File: config.mk
export PLATFORM = sky130hd
export DESIGN_NAME = krnl_vadd_rtl_xfer_sched
export DESIGN_NICKNAME = d
export VERILOG_FILES = /design/src/rtl/krnl_vadd_rtl_xfer_sched.sv
export SDC_FILE = /design/constraint.sdc
export NUM_CORES = 2
export LEC_CHECK = 0
export BUFFER_PORTS_ARGS = -buffer_cell sky130_fd_sc_hd__buf_2
export CAP_MARGIN = 20
export CELL_PAD_IN_SITES_DETAIL_PLACEMENT = 1
export CELL_PAD_IN_SITES_GLOBAL_PLACEMENT = 1
export CORE_MARGIN = 2
export CORE_UTILIZATION = 47
export CTS_CLUSTER_DIAMETER = 60
export DETAILED_ROUTE_END_ITERATION = 12
export PLACE_DENSITY_LB_ADDON = 0.1
export SLEW_MARGIN = 20
export SYNTH_ARGS = -nofsm -noshare
export SYNTH_HDL_FRONTEND = slang
export SYNTH_SLANG_ARGS = --single-unit
File: constraint.sdc
create_clock -name aclk -period 20.1 [get_ports aclk]
set_input_delay 1.005 -clock aclk [delete_from_list [all_inputs] [get_ports aclk]]
set_output_delay 1.005 -clock aclk [all_outputs]
set_load 0.005 [all_outputs]
File: src/rtl/krnl_vadd_rtl_xfer_sched.sv
// Transfer scheduler for the vadd RTL kernel: splits a job into chunk-sized read/write
// commands, bounds outstanding reads, and releases each write only after its read lands.
module krnl_vadd_rtl_xfer_sched #(
  parameter int C_ADDR_WIDTH      = 64,
  parameter int C_SIZE_WIDTH      = 32,
  parameter int C_CHUNK_BYTES     = 4096,
  parameter int C_MAX_OUTSTANDING = 4
) (
  input  logic                           aclk,
  input  logic                           areset,
  input  logic                           ap_start,
  output logic                           ap_idle,
  output logic                           ap_done,
  output logic                           err,
  input  logic [C_SIZE_WIDTH-1:0]        size_in_bytes,
  input  logic [C_ADDR_WIDTH-1:0]        src_ptr,
  input  logic [C_ADDR_WIDTH-1:0]        dst_ptr,
  output logic                           rd_cmd_valid,
  input  logic                           rd_cmd_ready,
  output logic [C_ADDR_WIDTH-1:0]        rd_cmd_addr,
  output logic [$clog2(C_CHUNK_BYTES):0] rd_cmd_len,
  input  logic                           rd_done,
  output logic                           wr_cmd_valid,
  input  logic                           wr_cmd_ready,
  output logic [C_ADDR_WIDTH-1:0]        wr_cmd_addr,
  output logic [$clog2(C_CHUNK_BYTES):0] wr_cmd_len,
  input  logic                           wr_done
);

  localparam int CB_LOG2 = $clog2(C_CHUNK_BYTES);
  localparam int LEN_W   = CB_LOG2 + 1;
  localparam logic [LEN_W-1:0]        FULL_LEN = LEN_W'(C_CHUNK_BYTES);
  localparam logic [C_SIZE_WIDTH-1:0] MAX_OUT  = C_SIZE_WIDTH'(C_MAX_OUTSTANDING);
  localparam logic [C_SIZE_WIDTH-1:0] ONE      = C_SIZE_WIDTH'(1);

  typedef enum logic [1:0] {IDLE, INIT, RUN, DONE} state_t;

  state_t                  state;
  logic [C_SIZE_WIDTH-1:0] size_r, n_chunks;
  logic [C_SIZE_WIDTH-1:0] rd_issued, rd_cmpl, wr_issued, wr_cmpl;
  logic [LEN_W-1:0]        last_len;
  logic [C_ADDR_WIDTH-1:0] src_r, dst_r;

  logic                    rd_hs, wr_hs, rd_done_ok, wr_done_ok, proto_err;
  logic [C_SIZE_WIDTH-1:0] rd_issued_n, rd_cmpl_n, wr_issued_n, wr_cmpl_n;
  logic [CB_LOG2-1:0]      size_rem;

  function automatic logic [C_SIZE_WIDTH-1:0] bump(input logic [C_SIZE_WIDTH-1:0] cnt,
                                                   input logic en);
    return cnt + {{(C_SIZE_WIDTH-1){1'b0}}, en};
  endfunction

  function automatic logic [C_ADDR_WIDTH-1:0] chunk_addr(input logic [C_ADDR_WIDTH-1:0] base,
                                                         input logic [C_SIZE_WIDTH-1:0] idx);
    logic [C_ADDR_WIDTH-1:0] off;
    off = C_ADDR_WIDTH'(idx) << CB_LOG2;
    return base + off;
  endfunction

  function automatic logic [LEN_W-1:0] chunk_len(input logic [C_SIZE_WIDTH-1:0] idx,
                                                 input logic [C_SIZE_WIDTH-1:0] n,
                                                 input logic [LEN_W-1:0]        last);
    return (idx == n - ONE) ? last : FULL_LEN;
  endfunction

  // Counter values as they will stand after this edge; command decisions look ahead
  // so a freed slot or newly landed read is used on the very next cycle.
  always_comb begin
    rd_hs       = rd_cmd_valid & rd_cmd_ready;
    wr_hs       = wr_cmd_valid & wr_cmd_ready;
    rd_done_ok  = rd_done && (rd_issued != rd_cmpl);
    wr_done_ok  = wr_done && (wr_issued != wr_cmpl);
    proto_err   = (rd_done && !rd_done_ok) || (wr_done && !wr_done_ok);
    rd_issued_n = bump(rd_issued, rd_hs);
    wr_issued_n = bump(wr_issued, wr_hs);
    rd_cmpl_n   = bump(rd_cmpl, rd_done_ok);
    wr_cmpl_n   = bump(wr_cmpl, wr_done_ok);
    size_rem    = size_r[CB_LOG2-1:0];
  end

  always_ff @(posedge aclk or posedge areset) begin
    if (areset) begin
      state        <= IDLE;
      ap_idle      <= 1'b1;
      ap_done      <= 1'b0;
      err          <= 1'b0;
      size_r       <= '0;
      src_r        <= '0;
      dst_r        <= '0;
      n_chunks     <= '0;
      last_len     <= '0;
      rd_issued    <= '0;
      rd_cmpl      <= '0;
      wr_issued    <= '0;
      wr_cmpl      <= '0;
      rd_cmd_valid <= 1'b0;
      rd_cmd_addr  <= '0;
      rd_cmd_len   <= '0;
      wr_cmd_valid <= 1'b0;
      wr_cmd_addr  <= '0;
      wr_cmd_len   <= '0;
    end else begin
      if (state != IDLE) begin
        rd_issued <= rd_issued_n;
        rd_cmpl   <= rd_cmpl_n;
        wr_issued <= wr_issued_n;
        wr_cmpl   <= wr_cmpl_n;
        if (proto_err) err <= 1'b1;
      end

      case (state)
        IDLE: begin
          if (ap_start) begin
            size_r    <= size_in_bytes;
            src_r     <= src_ptr;
            dst_r     <= dst_ptr;
            rd_issued <= '0;
            rd_cmpl   <= '0;
            wr_issued <= '0;
            wr_cmpl   <= '0;
            err       <= 1'b0;
            ap_idle   <= 1'b0;
            state     <= INIT;
          end else if (rd_done || wr_done) begin
            err <= 1'b1;
          end
        end
        INIT: begin
          n_chunks <= (size_r >> CB_LOG2) + {{(C_SIZE_WIDTH-1){1'b0}}, |size_rem};
          last_len <= (size_rem == '0) ? FULL_LEN : {1'b0, size_rem};
          if (size_r == '0) begin
            ap_done <= 1'b1;
            state   <= DONE;
          end else begin
            state <= RUN;
          end
        end
        RUN: begin
          if (wr_cmpl_n == n_chunks) begin
            rd_cmd_valid <= 1'b0;
            wr_cmd_valid <= 1'b0;
            ap_done      <= 1'b1;
            state        <= DONE;
          end else begin
            // A presented command is frozen until accepted.
            if (!rd_cmd_valid || rd_cmd_ready) begin
              rd_cmd_valid <= (rd_issued_n < n_chunks) && ((rd_issued_n - rd_cmpl_n) < MAX_OUT);
              rd_cmd_addr  <= chunk_addr(src_r, rd_issued_n);
              rd_cmd_len   <= chunk_len(rd_issued_n, n_chunks, last_len);
            end
            if (!wr_cmd_valid || wr_cmd_ready) begin
              wr_cmd_valid <= wr_issued_n < rd_cmpl_n;
              wr_cmd_addr  <= chunk_addr(dst_r, wr_issued_n);
              wr_cmd_len   <= chunk_len(wr_issued_n, n_chunks, last_len);
            end
          end
        end
        DONE: begin
          ap_done <= 1'b0;
          ap_idle <= 1'b1;
          state   <= IDLE;
        end
      endcase
    end
  end

endmodule

==> flow_summary.toml <==
[yosys]
synth-seq-cells = 483
synth_area_sq_um = 30100
ys_warn_count = 0
ys_types = 106
async_flop_share = 1.00
ys_seq_area_frac = 0.401
syn-num-nets = 3471
synthFlopType = "dfrtp_1"
synthCells = 3141
syn_avg_cell_area_sq_um = 9.59
synth_edf_count = 0

[critical_path]
path_class = "in2reg"
worst_setup_path_start_kind = "input pin"
cp_max_fo = 8
worstSetupEndpointType = "flop"
cp.required_ns = 20.64
worstPathArrival_ns = 6.98

[route]
ant_nets = 0
drt_pass1_iterations = 5
wl_per_cell_um = 23.7
viasPerCell = 5.89
vias = 25300
drt_wl_total_mm = 102
drc_errors = 0
first_iter_violations = 1797

[floorplanning]
core_sq_um = 63200
die-area_sq_um = 66100
initial_core_util = 0.477
fp.dieH_um = 257
rows = 92
io_pins = 326
die_w_um = 257

[placed_design]
dp_hpwl_mm = 77.5
routabilityCongestion = 0.945
io_buffers = 325
place_area_sq_um = 32300
pre_cts_ws_ns = 13.29

[finish]
fin_util = 0.544
drive_above_1_share = 0.204
fin_nets = 3715
fillers = 7131
fin_area_sq_um = 34400
area_growth_pct = 14.1

[power]
powerDensity_nw_per_um2 = 130
leakage_nw = 15.7
peakVddDrop_uv = 100
power_mw = 4.46

[timing]
fin_tns_setup_ns = 0
tightest_slew_ns = 1.13
min_period_over_period = 0.320
finalCriticalPeriod_ns = 6.43
rsz0062_at_grt = "no"
relSlewSlack = 0.243
drv_slew = 0
fmax_ghz = 0.156
hold_viol_final = 0
fin_ws_ns = 13.67
finClkSkew_ns = 0.0181
setup_violations = 0

[clocking]
hold_buffers = 0
numCtsBuffers = 58
clock_tree.buffer_depth = 3
clock_sinks = 483
path_clk_slew_ns = 0.06
clock_latency_ns = 0.64
cts_max_level = 2
root_buffer = "clkbuf_16"
postCtsResizedCells = 0
cts_tree = "done"
post-cts-setup-buffer-count = 0

[hold_path]
min_path_type = "reg2reg"

[grt]
grtUsageTotal = 0.306
antenna_found_initial = 15
grtUsageMet1 = 0.405
grt_max_degree = 170
grt-ovfl-total = 0
grt-busiest-layer = "met2"
grt_util_met2 = 0.507
grt_pass1_vias = 26700
met3_usage = 0.0571
grt_pass1_wl_mm = 159

[run]
maxCapViolCount = 0

[status]
status = "finished clean"
==> where the power goes <==
part	internal, mW	switching [mW]
clock network	0.672	0.457
logic	0.740	0.964
registers	1.32	0.306
==> sequential cells by signal, indices dropped and copies added, names as in the netlist <==
register / count
wr_cmd_len: 13
wr_cmpl: 32
ap_done: 1
last_len: 13
rd_cmd_len: 13
wr_cmd_valid: 1
dst_r: 64
err: 1
size_r: 32
rd_cmd_addr: 64
rd_cmd_valid: 1
ap_idle: 1
rd_cmpl: 32
state: 2
n_chunks: 21
src_r: 64
wr_cmd_addr: 64
rd_issued: 32
wr_issued: 32
==> cell families after synthesis <==
kind of cell / count (synthesis) / share of synthesized area
mux: 207 / 0.0770
flops: 483 / 0.401
xor+xnor: 384 / 0.112
compound gates: 695 / 0.144
fa+ha+maj: 164 / 0.0685
buf+inv: 286 / 0.0404
simple gates: 922 / 0.157
==> cells in the mapped netlist, types with 87 or more instances <==
cell	instances	area (sq um)
ha_1	161	2010
xnor2_1	237	2080
mux2_2	184	2070
inv_1	120	450
xor2_1	146	1280
o21ai_0	258	1290
a21oi_1	140	701
nand2_1	341	1280
clkbuf_1	105	394
nor2_1	152	571
dfrtp_1	482	12100
nand3_1	87	435
==> routing by layer <==
layer | share of wire | vias to the layer above
li1 | - | 11600
met1 | 0.43 | 12800
met2 | 0.47 | 673
met3 | 0.060 | 175
met4 | 0.031 | 20
met5 | 0.0011 | -
==> placed cells by master (no fill, tap or decap), drive strengths merged, types with 11 or more instances in the layout <==
| master | n |
|---|---|
| a22o | 29 |
| o21bai | 16 |
| nor4 | 39 |
| o21ai | 263 |
| nand3 | 92 |
| o31ai | 22 |
| and4 | 16 |
| nor3b | 13 |
| a211oi | 15 |
| nor3 | 33 |
| and3 | 46 |
| xnor2 | 238 |
| and2 | 21 |
| nand4 | 82 |
| ha | 161 |
| o22ai | 40 |
| clkbuf | 75 |
| nor2 | 152 |
| nand2 | 345 |
| dfrtp | 482 |
| a21o | 53 |
| xor2 | 146 |
| buf | 350 |
| mux2 | 198 |
| nor2b | 19 |
| clkinv | 16 |
| a21oi | 141 |
| nand2b | 23 |
| inv | 125 |
| o211ai | 11 |
| a31oi | 21 |
==> per-stage QoR <==
stage | hold slack, ns | std cells
floorplan | 0.454 | 3141
global placement | 0.458 | 4170
detailed placement | 0.466 | 4171
CTS | 0.480 | 4279
global route | 0.508 | 4283
finish | 0.476 | 4289
==> area by class of cell <==
type,count,area (sq um),area share
repair buffers,350,1850,0.0537
flip-flops and latches,483,12100,0.351
multi-input cells,2372,16900,0.490
inverters,120,458,0.0133
well taps,846,1060,0.0308
clock buffers,75,1610,0.0467
clock inverters,33,447,0.0130
diodes,10,25.0,0.000728
==> critical path, stage by stage <==
cell	delay, ns
buf_2	0.12
and2_1	0.16
ha_1	0.21
ha_1	0.26
and4_1	0.28
nor3b_4	0.41
xor2_1	0.58
ha_1	0.32
and4_1	0.29
nand3_1	0.10
o31ai_1	0.34
a2111oi_0	0.20
nor3_1	0.23
nor2_1	0.15
o311ai_0	0.74
nor3b_1	0.98
nand3_1	0.21
xor2_1	0.20
o21ai_0	0.17
==> final timing paths <==
| check | endpoint | from | slack [ns] | depth (start not counted) |
|---|---|---|---|---|
| setup / recovery | wr_cmd_addr[60] | wr_cmd_ready | 13.67 | 19 |
| setup reg to reg | wr_cmd_addr[60] | wr_cmd_valid | 13.68 | 18 |
| hold / removal | wr_cmd_addr[32] | wr_cmd_addr[32] | 0.48 | 2 |
| max in group asynchronous | rd_cmpl[29] | areset | 18.01 | 3 |
| min in group asynchronous | src_r[6] | areset | 0.52 | 2 |
| hold reg to reg | wr_cmd_addr[32] | wr_cmd_addr[32] | 0.48 | 2 |
Note: power is estimated with default switching activity, not from simulation.
